[config.mk]
export PLATFORM = sky130hd
export DESIGN_NAME = fetch_queue
export DESIGN_NICKNAME = d
export VERILOG_FILES = /design/src/rtl/fetch_queue.sv
export SDC_FILE = /design/constraint.sdc
export NUM_CORES = 1
export LEC_CHECK = 0
export ABC_AREA = 1
export BUFFER_PORTS_ARGS = -buffer_cell sky130_fd_sc_hd__buf_2
export CAP_MARGIN = 40
export CORE_UTILIZATION = 58
export DETAILED_ROUTE_END_ITERATION = 12
export PLACE_DENSITY = 0.82
export REMOVE_ABC_BUFFERS = 1
export SLEW_MARGIN = 40
export SYNTH_ARGS = -nofsm -noshare
export SYNTH_HDL_FRONTEND = slang
export SYNTH_SLANG_ARGS = --single-unit
[constraint.sdc]
create_clock -name i_clk -period 7.6 [get_ports i_clk]
set_input_delay 1.52 -clock i_clk [delete_from_list [all_inputs] [get_ports i_clk]]
set_output_delay 1.52 -clock i_clk [all_outputs]
set_load 0.02 [all_outputs]
[src/rtl/fetch_queue.sv]
// Instruction fetch unit with a DEPTH-entry prefetch queue between memory and decode.
// Define FETCH_QUEUE_RVC_EN to enable halfword realignment for compressed/unaligned opcodes.
module fetch_queue #(
  parameter int          DEPTH    = 4,
  parameter logic [31:0] RESET_PC = 32'h00000000
) (
  input  logic                       i_clk,
  input  logic                       i_rst,
  input  logic                       i_clk_ce,
  output logic [31:0]                o_mem_addr,
  output logic                       o_mem_req,
  input  logic                       i_mem_ack,
  input  logic [31:0]                i_mem_data,
  input  logic                       i_hz_data,
  input  logic                       i_br_en,
  input  logic [31:0]                i_br_addr,
  output logic [31:0]                o_if_pc,
  output logic [31:0]                o_id_pc,
  output logic [31:0]                o_id_ir,
  output logic [31:0]                o_id_ret,
  output logic                       o_hz_br,
  output logic [$clog2(DEPTH):0]     o_q_count
);

  localparam int AW = $clog2(DEPTH);
  localparam int CW = AW + 1;
  localparam logic [CW-1:0] FULL = CW'(DEPTH);

  logic [31:0]   q_pc [DEPTH];
  logic [31:0]   q_ir [DEPTH];
  logic [AW-1:0] rptr, wptr;
  logic [CW-1:0] count;
  logic [31:0]   fpc;

  logic [31:0]   head_pc, head_ir;
  logic          avail;
  logic          push, pop, free;
  logic [31:0]   id_pc_raw, id_ir_raw, id_ret_raw;
  logic [31:0]   br_target;

  assign head_pc    = q_pc[rptr];
  assign head_ir    = q_ir[rptr];
  assign o_mem_req  = (count < FULL);
  assign o_mem_addr = {fpc[31:2], 2'b00};
  assign o_if_pc    = fpc;
  assign o_q_count  = count;

  assign push = i_clk_ce && o_mem_req && i_mem_ack && !i_br_en;
  assign pop  = i_clk_ce && avail && !i_hz_data && !i_br_en;

`ifdef FETCH_QUEUE_RVC_EN
  logic        hoff;
  logic [31:0] next_ir;
  logic [15:0] half;
  logic        is_c;
  logic        unused_rvc;

  assign next_ir    = q_ir[rptr + AW'(1)];
  assign br_target  = {i_br_addr[31:1], 1'b0};
  assign unused_rvc = &{1'b0, i_br_addr[0], next_ir[31:16]};

  // A 32-bit opcode starting in the upper half needs the following entry too.
  always_comb begin
    half       = hoff ? head_ir[31:16] : head_ir[15:0];
    is_c       = (half[1:0] != 2'b11);
    avail      = (count != '0) && (is_c || !hoff || (count >= CW'(2)));
    id_pc_raw  = head_pc + {30'd0, hoff, 1'b0};
    id_ir_raw  = head_ir;
    if (is_c)
      id_ir_raw = {16'h0000, half};
    else if (hoff)
      id_ir_raw = {next_ir[15:0], head_ir[31:16]};
    id_ret_raw = id_pc_raw + (is_c ? 32'd2 : 32'd4);
    // The head entry is released once its upper half has been consumed.
    free       = pop && (hoff || !is_c);
  end

  always_ff @(posedge i_clk) begin
    if (i_rst)
      hoff <= 1'b0;
    else if (i_clk_ce) begin
      if (i_br_en)
        hoff <= i_br_addr[1];
      else if (pop)
        hoff <= hoff ^ is_c;
    end
  end
`else
  logic unused_br;

  assign br_target = {i_br_addr[31:2], 2'b00};
  assign unused_br = &{1'b0, i_br_addr[1:0]};

  always_comb begin
    avail      = (count != '0);
    id_pc_raw  = head_pc;
    id_ir_raw  = head_ir;
    id_ret_raw = head_pc + 32'd4;
    free       = pop;
  end
`endif

  assign o_hz_br  = !avail;
  assign o_id_pc  = avail ? id_pc_raw  : '0;
  assign o_id_ir  = avail ? id_ir_raw  : '0;
  assign o_id_ret = avail ? id_ret_raw : '0;

  always_ff @(posedge i_clk) begin
    if (push) begin
      q_pc[wptr] <= o_mem_addr;
      q_ir[wptr] <= i_mem_data;
    end
  end

  always_ff @(posedge i_clk) begin
    if (i_rst) begin
`ifdef FETCH_QUEUE_RVC_EN
      fpc <= {RESET_PC[31:1], 1'b0};
`else
      fpc <= {RESET_PC[31:2], 2'b00};
`endif
      count <= '0;
      rptr  <= '0;
      wptr  <= '0;
    end else if (i_clk_ce) begin
      if (i_br_en) begin
        fpc   <= br_target;
        count <= '0;
        rptr  <= '0;
        wptr  <= '0;
      end else begin
        if (push) begin
          wptr <= wptr + AW'(1);
          fpc  <= fpc + 32'd4;
        end
        if (free)
          rptr <= rptr + AW'(1);
        case ({push, free})
          2'b10:   count <= count + CW'(1);
          2'b01:   count <= count - CW'(1);
          default: count <= count;
        endcase
      end
    end
  end

endmodule

==> reports/metrics.yaml <==
outcome:
  status: "complete, no violations"
floorplan:
  die-width_um: 159
  die-height_um: 159
  start_util_pct: 59.1
  io_pins: 235
  rows: 57
  core_um2: 24200
  die_area_um2: 25400
worst_setup_path:
  cp-start-kind: "register"
  crit_path_max_fanout: 43
  reg2reg_from: "o_q_count[2]"
  cpMostUsedCell: "nand2_2"
  rrSetupSlack_ps: 4660
  crit_chain: "buf_4 > a21oi_1 > o21ai_0 > nand2_2 > inv_2 > ha_1 > inv_1 > nor2_2 > nand2_2 > nor2_4 > nand2_2 > nor2_2 > o21ai_1 > nand2_1 > inv_1 > buf_2"
  critPathArrivalTime_ps: 3840
  r2r_cells: 10
  crit_family: "buffers and inverters"
  end_kind: "output pin"
  path_class: "register to output pin"
  slowest_delay_ps: 670
  cp_slowest_cell: "dfxtp_4"
  cp.buffers_inverters: 5
  critPathRequiredTime_ps: 6080
  r2r-end: "o_q_count[2]"
detailed_routing:
  postRouteWirelength_mm: 36.2
  firstDrtPassIters: 6
  first_iter_violations: 1052
  final_antenna_net_count: 0
  drc: 0
  via_count: 11900
  wl_per_cell_um: 16.9
  vias_per_cell: 5.54
pwr:
  leakage_nw: 6.69
  peakVddDrop_v: 0.000176
  power_density_nw_per_um2: 216
logic_synthesis:
  syn_avg_cell_area_um2: 8.76
  synth-seq-area-share_pct: 57.4
  synth-edff-count: 248
  synth-seq-cells: 287
  syn_area_um2: 14300
  syn-instance-count: 1636
  synth_top_area_cell: "edfxtp_1"
  yosys_most_used_dff: "edfxtp_1"
  synth-async-reset-ratio_pct: 0
  ys_types: 39
  synth_top_area_share_pct: 51.9
  yosys_warnings: 0
  synth.area.top_cells: "edfxtp_1, nand2_1, nor2_1"
final_layout:
  drive_above_1_share_pct: 18.5
  n_fill_cell: 1975
  syn2layout_area_growth_pct: 13.3
  final_common_cell: "nand2_1"
  diodes: 0
  final_cell_mix: "nand2_1, nor2_1, edfxtp_1"
  finalNetCount: 1878
min_path:
  min_from: "wptr[1]"
  hold-path-cell-count: 2
  min_to: "wptr[1]"
  hp-class: "register to register"
sta:
  skew_ps: 15.1
  relSlewSlack_pct: 43.3
  drv_slew: 0
  holdWs_ps: 508
  worst_pin_slew_ps: 849
  rsz0062_at_grt: "no"
  fmax_mhz: 187
  period_minus_slack_ps: 5360
  setup_viol: 0
  fin_crit_sh_pct: 70.5
  hold_violations: 0
  setup_tns_ps: 0
  setup_slack_ps: 2240
clocking:
  tritoncts: "done"
  clock_latency_ps: 550
  cts-root-buf: "clkbuf_16"
  post_cts_resized: 0
  cts_made_buffers: 29
  clk_pin_slew_ps: 60
  ctsHoldBuffers: 0
  cts_setup_buffers: 0
  clock_sinks: 287
  cts_max_level: 1
  clk_path_buf_depth: 3
global_routing:
  antenna_found_initial: 0
  track_usage_pct: 28.5
  grt_max_degree: 125
  grt_pass1_wl_mm: 57.3
  overflow: 0
  grt_pass1_vias: 11400
run:
  maxCapViolCount: 0
place:
  hpwl_mm: 22.8
  pre_cts_slack_ps: 2720
  gp_congestion: 0.959
  port_buffers: 224
==> stage by stage <==
step | utilization [%] | cells | power, W | area, µm²
5_1_grt | 67.0 | 2146 | 0.00364 | 16200
6_report | 67.0 | 2146 | 0.00351 | 16200
3_5_place_dp | 63.3 | 2093 | 0.00222 | 15300
2_1_floorplan | - | 1534 | 0.00206 | 13700
3_3_place_gp | 63.2 | 2093 | 0.00220 | 15300
4_1_cts | 66.9 | 2145 | 0.00352 | 16200
==> synth_stat cells (8+ instances only) <==
cell type	number
nand2_1	453
nor2_1	308
edfxtp_1	248
nand3_1	100
o21ai_0	95
a21oi_1	79
inv_1	77
buf_4	42
dfxtp_1	39
clkbuf_1	35
nor2_2	27
nand2_2	19
buf_2	14
buf_6	13
nor3_1	13
nand4_1	12
xor2_1	8
==> power by group <==
group	internal, W	switching [W]	total (W)
Combinational	0.000116	0.000292	0.000408
Sequential	0.00174	0.0000434	0.00178
Clock	0.000754	0.000564	0.00132
Total	0.00261	0.000899	0.00351
==> worst max-delay path by stage <==
stage | from | end | cells past startpoint
after floorplan | register | o_id_ret[14] | 13
after global placement | register | o_id_ret[18] | 16
after detailed placement | register | o_id_ret[18] | 16
after CTS | register | o_id_ret[18] | 16
after global routing | register | o_id_ret[30] | 16
final | register | o_id_ret[18] | 16
==> registers in the layout, indices dropped and copies added, names as in the netlist, named ones only <==
signal and count:
q_pc 120, rptr 2, q_ir 128, o_if_pc 30, o_q_count 3, wptr 2
==> kinds of logic after synthesis <==
group	count (synthesis)	share of synthesized area (%)
xor gates and xnor gates	10	0.611
AOI/OAI and AO/OA	195	7.14
other	1	0.0262
adders and majority gates	7	0.663
buffers and inverters	192	7.06
and+or+nand+nor	944	27.1
DFF	287	57.4
==> per-layer routing <==
| metal | wire [µm] | part of all wire [%] | track usage [%] | vias up |
|---|---|---|---|---|
| li1 | - | - | - | 5724 |
| met1 | 14500 | 40 | 38.1 | 5570 |
| met2 | 17400 | 48 | 47.5 | 528 |
| met3 | 3110 | 8.6 | 3.72 | 75 |
| met4 | 1150 | 3.2 | 11.4 | 0 |
| met5 | 0 | 0 | 0 | - |
==> final cells by class <==
class	instances	area [µm²]	share of cell area, %
Clock buffer	39	783	4.82
Clock inverter	13	96.3	0.593
Inverter	83	319	1.96
Multi-Input combinational cell	1164	5160	31.8
Sequential cell	287	8240	50.7
Tap cell	324	405	2.50
Timing Repair Buffer	236	1240	7.65
==> tightest hold or removal path: cells and delay by family, from the launching register on <==
| kind | cells | cell delay, ps |
|---|---|---|
| DFF | 1 | 330 |
| AOI/OAI and AO/OA | 1 | 50 |
| and+or+nand+nor | 1 | 70 |
(Power assumes the default switching activity.)
